[src/rtl/cu_pkg.sv]
// Shared definitions for control_unit: FSM state encoding, instruction classes,
// opcodes, ALU operation codes and IR field positions.
package cu_pkg;

  typedef enum logic [3:0] {
    ST_IDLE, ST_T0, ST_T1, ST_T2, ST_T3, ST_T4, ST_T5, ST_T6, ST_HALT
  } state_t;

  typedef enum logic [2:0] {
    CLS_ALU, CLS_MULDIV, CLS_NOP, CLS_HALT, CLS_ILL
  } instr_cls_t;

  localparam logic [4:0] OP_ADD  = 5'b00001;
  localparam logic [4:0] OP_SUB  = 5'b00010;
  localparam logic [4:0] OP_AND  = 5'b00011;
  localparam logic [4:0] OP_OR   = 5'b00100;
  localparam logic [4:0] OP_SHR  = 5'b00101;
  localparam logic [4:0] OP_SHL  = 5'b00110;
  localparam logic [4:0] OP_ROR  = 5'b00111;
  localparam logic [4:0] OP_ROL  = 5'b01000;
  localparam logic [4:0] OP_MUL  = 5'b01111;
  localparam logic [4:0] OP_DIV  = 5'b10000;
  localparam logic [4:0] OP_NOP  = 5'b11001;
  localparam logic [4:0] OP_HALT = 5'b11010;

  localparam logic [4:0] ALU_ADD = 5'b00000;
  localparam logic [4:0] ALU_SUB = 5'b00001;
  localparam logic [4:0] ALU_AND = 5'b00010;
  localparam logic [4:0] ALU_OR  = 5'b00011;
  localparam logic [4:0] ALU_SHR = 5'b00100;
  localparam logic [4:0] ALU_SHL = 5'b00101;
  localparam logic [4:0] ALU_ROR = 5'b00110;
  localparam logic [4:0] ALU_ROL = 5'b00111;
  localparam logic [4:0] ALU_MUL = 5'b01110;
  localparam logic [4:0] ALU_DIV = 5'b01111;

  localparam int OP_MSB = 31;
  localparam int OP_LSB = 27;
  localparam int RA_LSB = 23;
  localparam int RB_LSB = 19;
  localparam int RC_LSB = 15;

  function automatic instr_cls_t classify(input logic [4:0] op, input bit muldiv_en);
    case (op)
      OP_ADD, OP_SUB, OP_AND, OP_OR,
      OP_SHR, OP_SHL, OP_ROR, OP_ROL: return CLS_ALU;
      OP_MUL, OP_DIV:                 return muldiv_en ? CLS_MULDIV : CLS_ILL;
      OP_NOP:                         return CLS_NOP;
      OP_HALT:                        return CLS_HALT;
      default:                        return CLS_ILL;
    endcase
  endfunction

  function automatic logic [4:0] alu_code(input logic [4:0] op);
    case (op)
      OP_ADD:  return ALU_ADD;
      OP_SUB:  return ALU_SUB;
      OP_AND:  return ALU_AND;
      OP_OR:   return ALU_OR;
      OP_SHR:  return ALU_SHR;
      OP_SHL:  return ALU_SHL;
      OP_ROR:  return ALU_ROR;
      OP_ROL:  return ALU_ROL;
      OP_MUL:  return ALU_MUL;
      OP_DIV:  return ALU_DIV;
      default: return 5'b00000;
    endcase
  endfunction

endpackage

[src/rtl/reg_select.sv]
// One-hot general-register decoder: raises bit `field` of `sel` while `en` is high.
module reg_select #(
  parameter int NUM_REGS = 16
) (
  input  logic [3:0]          field,
  input  logic                en,
  output logic [NUM_REGS-1:0] sel
);

  always_comb begin
    sel = '0;
    for (int i = 0; i < NUM_REGS; i++) begin
      sel[i] = en && (int'(field) == i);
    end
  end

endmodule

[src/rtl/control_unit.sv]
// Hardwired Moore control unit sequencing fetch (T0-T2) and execute (T3-T6) for the datapath.
// Build macro CU_MULDIV_EN enables mul/div decode and the T6 state.
//
// state   | meaning
// IDLE    | waiting for Run
// T0      | PC -> MAR, PC+1 -> ZLO
// T1      | memory read, ZLO -> PC on first cycle; holds until Mem_Ready
// T2      | MDR -> IR
// T3      | decode, Rb -> Y
// T4      | Rc on bus, ALU operate into Z
// T5      | ZLO -> Ra (ALU) or ZLO -> LO (mul/div)
// T6      | ZHI -> HI (mul/div only)
// HALT    | stopped until Clear
module control_unit
  import cu_pkg::*;
#(
  parameter int NUM_REGS = 16
) (
  input  logic                Clock,
  input  logic                Clear,
  input  logic                Run,
  input  logic                Mem_Ready,
  input  logic [31:0]         IR_Q,
  output logic                PC_Out,
  output logic                MDR_Out,
  output logic                ZLO_Out,
  output logic                ZHI_Out,
  output logic                PC_In,
  output logic                MDR_In,
  output logic                MAR_In,
  output logic                IR_In,
  output logic                Y_In,
  output logic                ZLO_In,
  output logic                ZHI_In,
  output logic                LO_In,
  output logic                HI_In,
  output logic                IncPC,
  output logic                Read,
  output logic [4:0]          CONTROL,
  output logic [NUM_REGS-1:0] R_In,
  output logic [NUM_REGS-1:0] R_Out,
  output logic                Running,
  output logic                Illegal_Op,
  output logic [31:0]         Instr_Count
);

`ifdef CU_MULDIV_EN
  localparam bit MULDIV_EN = 1'b1;
`else
  localparam bit MULDIV_EN = 1'b0;
`endif

  state_t     state, state_n;
  instr_cls_t cls, dec_cls;
  logic [4:0] op_q;
  logic [3:0] ra_q, rc_q, rin_sel, rout_sel;
  logic       rin_en, rout_en;
  logic       eoi, retire;
  logic       unused_ir;

  assign unused_ir = ^IR_Q[RC_LSB-1:0];
  assign dec_cls   = classify(IR_Q[OP_MSB:OP_LSB], MULDIV_EN);

  always_comb begin
    state_n = state;
    eoi     = 1'b0;
    retire  = 1'b0;
    case (state)
      ST_IDLE: if (Run) state_n = ST_T0;
      ST_T0:   state_n = ST_T1;
      ST_T1:   if (Mem_Ready) state_n = ST_T2;
      ST_T2:   state_n = ST_T3;
      ST_T3: begin
        case (cls)
          CLS_ALU, CLS_MULDIV: state_n = ST_T4;
          CLS_NOP:  begin eoi = 1'b1; retire = 1'b1; end
          CLS_HALT: state_n = ST_HALT;
          default:  eoi = 1'b1;
        endcase
      end
      ST_T4:   state_n = ST_T5;
      ST_T5: begin
        if (cls == CLS_MULDIV) state_n = ST_T6;
        else begin eoi = 1'b1; retire = 1'b1; end
      end
      ST_T6:   begin eoi = 1'b1; retire = 1'b1; end
      ST_HALT: state_n = ST_HALT;
      default: state_n = ST_IDLE;
    endcase
    if (eoi) state_n = Run ? ST_T0 : ST_IDLE;
  end

  // Strobes are registered from the next state so each one is clean for its whole state cycle.
  always_ff @(posedge Clock or posedge Clear) begin
    if (Clear) begin
      state       <= ST_IDLE;
      cls         <= CLS_NOP;
      op_q        <= '0;
      ra_q        <= '0;
      rc_q        <= '0;
      rin_sel     <= '0;
      rout_sel    <= '0;
      rin_en      <= 1'b0;
      rout_en     <= 1'b0;
      PC_Out      <= 1'b0;
      MDR_Out     <= 1'b0;
      ZLO_Out     <= 1'b0;
      PC_In       <= 1'b0;
      MDR_In      <= 1'b0;
      MAR_In      <= 1'b0;
      IR_In       <= 1'b0;
      Y_In        <= 1'b0;
      ZLO_In      <= 1'b0;
      IncPC       <= 1'b0;
      Read        <= 1'b0;
      CONTROL     <= '0;
      Running     <= 1'b0;
      Illegal_Op  <= 1'b0;
      Instr_Count <= '0;
`ifdef CU_MULDIV_EN
      ZHI_Out     <= 1'b0;
      ZHI_In      <= 1'b0;
      LO_In       <= 1'b0;
      HI_In       <= 1'b0;
`endif
    end else begin
      state   <= state_n;
      Running <= (state_n != ST_IDLE) && (state_n != ST_HALT);
      if (retire) Instr_Count <= Instr_Count + 32'd1;
      if (state == ST_T3 && cls == CLS_ILL) Illegal_Op <= 1'b1;
      if (state == ST_T2) begin
        cls  <= dec_cls;
        op_q <= IR_Q[OP_MSB:OP_LSB];
        ra_q <= IR_Q[RA_LSB +: 4];
        rc_q <= IR_Q[RC_LSB +: 4];
      end

      PC_Out  <= 1'b0;
      MDR_Out <= 1'b0;
      ZLO_Out <= 1'b0;
      PC_In   <= 1'b0;
      MDR_In  <= 1'b0;
      MAR_In  <= 1'b0;
      IR_In   <= 1'b0;
      Y_In    <= 1'b0;
      ZLO_In  <= 1'b0;
      IncPC   <= 1'b0;
      Read    <= 1'b0;
      CONTROL <= '0;
      rin_en  <= 1'b0;
      rout_en <= 1'b0;
`ifdef CU_MULDIV_EN
      ZHI_Out <= 1'b0;
      ZHI_In  <= 1'b0;
      LO_In   <= 1'b0;
      HI_In   <= 1'b0;
`endif

      case (state_n)
        ST_T0: begin
          PC_Out <= 1'b1;
          MAR_In <= 1'b1;
          IncPC  <= 1'b1;
          ZLO_In <= 1'b1;
        end
        ST_T1: begin
          ZLO_Out <= 1'b1;
          PC_In   <= (state != ST_T1);
          Read    <= 1'b1;
          MDR_In  <= 1'b1;
        end
        ST_T2: begin
          MDR_Out <= 1'b1;
          IR_In   <= 1'b1;
        end
        ST_T3: begin
          // The fields are latched on this same edge, so Rb comes straight from IR_Q.
          if (dec_cls == CLS_ALU || dec_cls == CLS_MULDIV) begin
            rout_sel <= IR_Q[RB_LSB +: 4];
            rout_en  <= 1'b1;
            Y_In     <= 1'b1;
          end
        end
        ST_T4: begin
          rout_sel <= rc_q;
          rout_en  <= 1'b1;
          ZLO_In   <= 1'b1;
          CONTROL  <= alu_code(op_q);
`ifdef CU_MULDIV_EN
          if (cls == CLS_MULDIV) ZHI_In <= 1'b1;
`endif
        end
        ST_T5: begin
          ZLO_Out <= 1'b1;
          if (cls == CLS_ALU) begin
            rin_sel <= ra_q;
            rin_en  <= 1'b1;
          end
`ifdef CU_MULDIV_EN
          if (cls == CLS_MULDIV) LO_In <= 1'b1;
`endif
        end
`ifdef CU_MULDIV_EN
        ST_T6: begin
          ZHI_Out <= 1'b1;
          HI_In   <= 1'b1;
        end
`endif
        default: ;
      endcase
    end
  end

`ifndef CU_MULDIV_EN
  assign ZHI_Out = 1'b0;
  assign ZHI_In  = 1'b0;
  assign LO_In   = 1'b0;
  assign HI_In   = 1'b0;
`endif

  reg_select #(.NUM_REGS(NUM_REGS)) u_rin_sel (
    .field (rin_sel),
    .en    (rin_en),
    .sel   (R_In)
  );

  reg_select #(.NUM_REGS(NUM_REGS)) u_rout_sel (
    .field (rout_sel),
    .en    (rout_en),
    .sel   (R_Out)
  );

endmodule

[config.mk]
export PLATFORM = sky130hd
export DESIGN_NAME = control_unit
export DESIGN_NICKNAME = d
export VERILOG_FILES = /design/src/rtl/cu_pkg.sv /design/src/rtl/reg_select.sv /design/src/rtl/control_unit.sv
export SDC_FILE = /design/constraint.sdc
export NUM_CORES = 1
export LEC_CHECK = 0
export ABC_AREA = 1
export ABC_CLOCK_PERIOD_IN_PS = 2400
export BUFFER_PORTS_ARGS = -buffer_cell sky130_fd_sc_hd__buf_4
export CORE_MARGIN = 4
export CORE_UTILIZATION = 48
export DETAILED_ROUTE_END_ITERATION = 16
export PLACE_DENSITY_LB_ADDON = 0.12
export RECOVER_POWER = 100
export SLEW_MARGIN = 15
export SYNTH_ARGS = -nofsm -noshare
export SYNTH_HDL_FRONTEND = slang
export SYNTH_SLANG_ARGS = --single-unit
[constraint.sdc]
create_clock -name Clock -period 2.4 [get_ports Clock]
set_clock_uncertainty 0.2 [all_clocks]
set_input_delay 0.24 -clock Clock [delete_from_list [all_inputs] [get_ports Clock]]
set_output_delay 0.24 -clock Clock [all_outputs]
set_load 0.005 [all_outputs]
==> impl_metrics.env <==
export IMPL_die_h_um=103
export IMPL_critPathSlowestCell="dfstp_1"
export IMPL_grt_pass1_wl_um=18000
export IMPL_finalCritPeriodShare=0.848
export IMPL_synth_top_family_by_area="simple AND/OR/NAND/NOR gates"
export IMPL_cts_resized=0
export IMPL_overflow=0
export IMPL_drt_antenna_violating_nets=0
export IMPL_synth_area_leaders="dfrtp_1 42%, nand2_1 20%, nor2_1 8.0%"
export IMPL_ys_flop_type="dfrtp_1"
export IMPL_cp_required_ns=2.41
export IMPL_cts_sinks=75
export IMPL_multi_input_area_um2=2090
export IMPL_rsz0062_at_grt="false"
export IMPL_synth_largest_area_cell="dfrtp_1"
export IMPL_endpoint_kind="register"
export IMPL_grt_pass1_vias=3927
export IMPL_final_net_count=770
export IMPL_dp_cells=808
export IMPL_leakagePower_nw=2.75
export IMPL_clock_latency_ns=0.35
export IMPL_synth_cells=609
export IMPL_fin_setup_tns_ns=0
export IMPL_synth_cell_type_count=36
export IMPL_post_synth_fa_ha_maj_area_fraction=0.0172
export IMPL_area_delta_synth_final_pct=24.9
export IMPL_hold_viol_final=0
export IMPL_path_class="register to register"
export IMPL_setup_violations=0
export IMPL_hp_start="IR_Q[20]"
export IMPL_tightest_slew_ns=1.01
export IMPL_min_delay_path_depth=5
export IMPL_synth_commonest_cells="234 x nand2_1, 93 x nor2_1, 74 x dfrtp_1"
export IMPL_clockBufferDepth=2
export IMPL_cts_buffers=9
export IMPL_reg2reg_depth=6
export IMPL_min_delay_worst_endpoint="rout_sel[1]"
export IMPL_routed_wl_um=10600
export IMPL_cp_start_kind="register"
export IMPL_worstPathArrival_ns=2.05
export IMPL_worstHoldPathType="primary input to register"
export IMPL_rr_endpoint="Instr_Count[15]"
export IMPL_synth_compound_area_share=0.0568
export IMPL_core_area_um2=8760
export IMPL_crit_chain="nor2_1 > nand2_1 > nand2_1 > nand3_4 > inv_2 > o21ai_0"
export IMPL_grt_usage=0.212
export IMPL_syn_avg_cell_area_um2=7.16
export IMPL_vias=4079
export IMPL_regArea_um2=1880
export IMPL_cpPeakStageDelay_ns=0.41
export IMPL_first_pass_iters=4
export IMPL_place_detailed_hpwl_um=8120
export IMPL_synth_most_common_cell="nand2_1"
export IMPL_cts_root_buf="clkbuf_8"
export IMPL_critPathLaunch="cls[1]"
export IMPL_fillCellCount=809
export IMPL_drc=0
export IMPL_max_cap_violations=0
export IMPL_drtIter0Drc=146
export IMPL_port_buffers=101
export IMPL_htree_levels=3
export IMPL_antenna_found_initial=0
export IMPL_synth_simple_area_share=0.376
export IMPL_wl_per_cell_um=12.6
export IMPL_gp_congestion=0.920
export IMPL_yosys_area_top_type_share=0.424
export IMPL_synthArstFlopShare=1.00
export IMPL_cp_max_fo=25
export IMPL_rrSetupSlack_ns=0.36
export IMPL_yosysSeqAreaShare=0.430
export IMPL_synthMuxAreaShare=0
export IMPL_path_common_cell="nand2_1"
export IMPL_grt_max_degree=76
export IMPL_dieArea_um2=10700
export IMPL_synth_seq_cells=75
export IMPL_max_freq_mhz=491
export IMPL_outcome="completed"
export IMPL_max_vdd_ir_drop_mv=0.431
export IMPL_routed_via_density=4.86
export IMPL_min_period_ns=2.04
export IMPL_clk_transition_reported_paths_ns=0.08
export IMPL_slew_violations=0
export IMPL_drive_above_1_share=0.183
export IMPL_cts_tree="built"
export IMPL_powerDensity_nw_per_um2=773
export IMPL_ys_warn_count=0
export IMPL_row_count=34
export IMPL_netlist_area_um2=4360
export IMPL_antenna_cells=0
export IMPL_synth_edff_count=0
export IMPL_fin_cells=840
export IMPL_synthXorXnorAreaFrac=0.0301
export IMPL_start_util=0.498
export IMPL_r2r_start="cls[1]"
export IMPL_die_width_um=103
export IMPL_io_pins=122
export IMPL_final_util=0.622
export IMPL_slew_headroom=0.323
==> layer usage <==
| layer | track usage | part of all wire | vias up |
|---|---|---|---|
| met4 | 0.0647 | 0.015 | 0 |
| met5 | 0 | 0 | - |
| met2 | 0.381 | 0.52 | 81 |
| li1 | - | - | 2106 |
| met1 | 0.255 | 0.42 | 1877 |
| met3 | 0.0429 | 0.040 | 15 |
==> what timing repair did <==
action / CTS / global route
endpoints found under the setup margin: 0 / 0
hold buffers: 17 / 0
endpoints found under the hold margin: 92 / 0
setup buffers: 0 / 0
==> layout make-up <==
type | instances | share of cell area
multi-input cells | 457 | 0.384
inverters | 64 | 0.0441
flip-flops and latches | 75 | 0.345
repair buffers | 121 | 0.171
clock buffers | 10 | 0.0253
clock inverters | 5 | 0.00551
well taps | 108 | 0.0248
==> through the flow <==
| step | total power, mW | setup slack (ns) | hold WS [ns] | cell area (um2) |
|---|---|---|---|---|
| floorplan | 3.03 | 0.0517 | 0.157 | 4380 |
| global placement | 3.36 | 0.482 | 0.167 | 5160 |
| detailed placement | 3.43 | 0.446 | 0.174 | 5160 |
| CTS | 4.31 | 0.437 | 0.00782 | 5500 |
| global route | 4.60 | 0.157 | 0.0220 | 5450 |
| finish | 4.21 | 0.364 | 0.0167 | 5450 |
==> critical path: cells and delay by family (launching register included) <==
family                 cells  cell delay (ns)
AND/OR/NAND/NOR            4             0.70
flip-flops                 1             0.41
buffers and inverters      1             0.41
AO/OA/AOI/OAI              1             0.19
==> layout by cell type (no fill, tap or decap), drive strengths merged, types with 3 or more instances in the layout <==
cell | synthesis | final
xnor2 | 3 | 3
xor2 | 12 | 12
nand3 | 22 | 22
ha | 6 | 6
a21oi | 4 | 4
o21ai | 35 | 35
buf | 16 | 20
dlygate4sd3 | 0 | 17
nor3 | 8 | 8
nand3b | 9 | 9
nand4 | 4 | 4
clkbuf | 1 | 94
inv | 62 | 62
conb | 1 | 5
nor2 | 101 | 101
nand2 | 240 | 240
dfrtp | 74 | 74
clkinv | 2 | 5
==> worst max path at each step <==
stage,slack [ns],cells after the start,to
2_1_floorplan,0.05,1,CONTROL[0]
5_1_grt,0.16,6,Instr_Count[15]
6_report,0.36,6,Instr_Count[15]
3_5_place_dp,0.45,9,Instr_Count[26]
3_3_place_gp,0.48,9,Instr_Count[26]
4_1_cts,0.44,9,Instr_Count[26]
==> registers in the layout (all words and copies together), names as in the netlist, 3 cells and up <==
| name | flops |
|---|---|
| ra_q | 4 |
| CONTROL | 4 |
| state | 4 |
| op_q | 5 |
| rin_sel | 4 |
| Instr_Count | 32 |
| rout_sel | 4 |
| cls | 3 |
| rc_q | 4 |
==> kinds of logic after synthesis <==
logic type | count (synthesis)
AOI/OAI and AO/OA | 46
adders and majority gates | 6
DFF | 75
buffers and inverters | 81
other | 1
and+or+nand+nor | 385
xor gates and xnor gates | 15
==> power by group <==
part	total, mW	switching, mW	internal (mW)
clock	0.848	0.456	0.392
sequential	1.84	0.254	1.58
combinational	1.53	0.988	0.538
total	4.21	1.70	2.51
(Power assumes the default switching activity.)
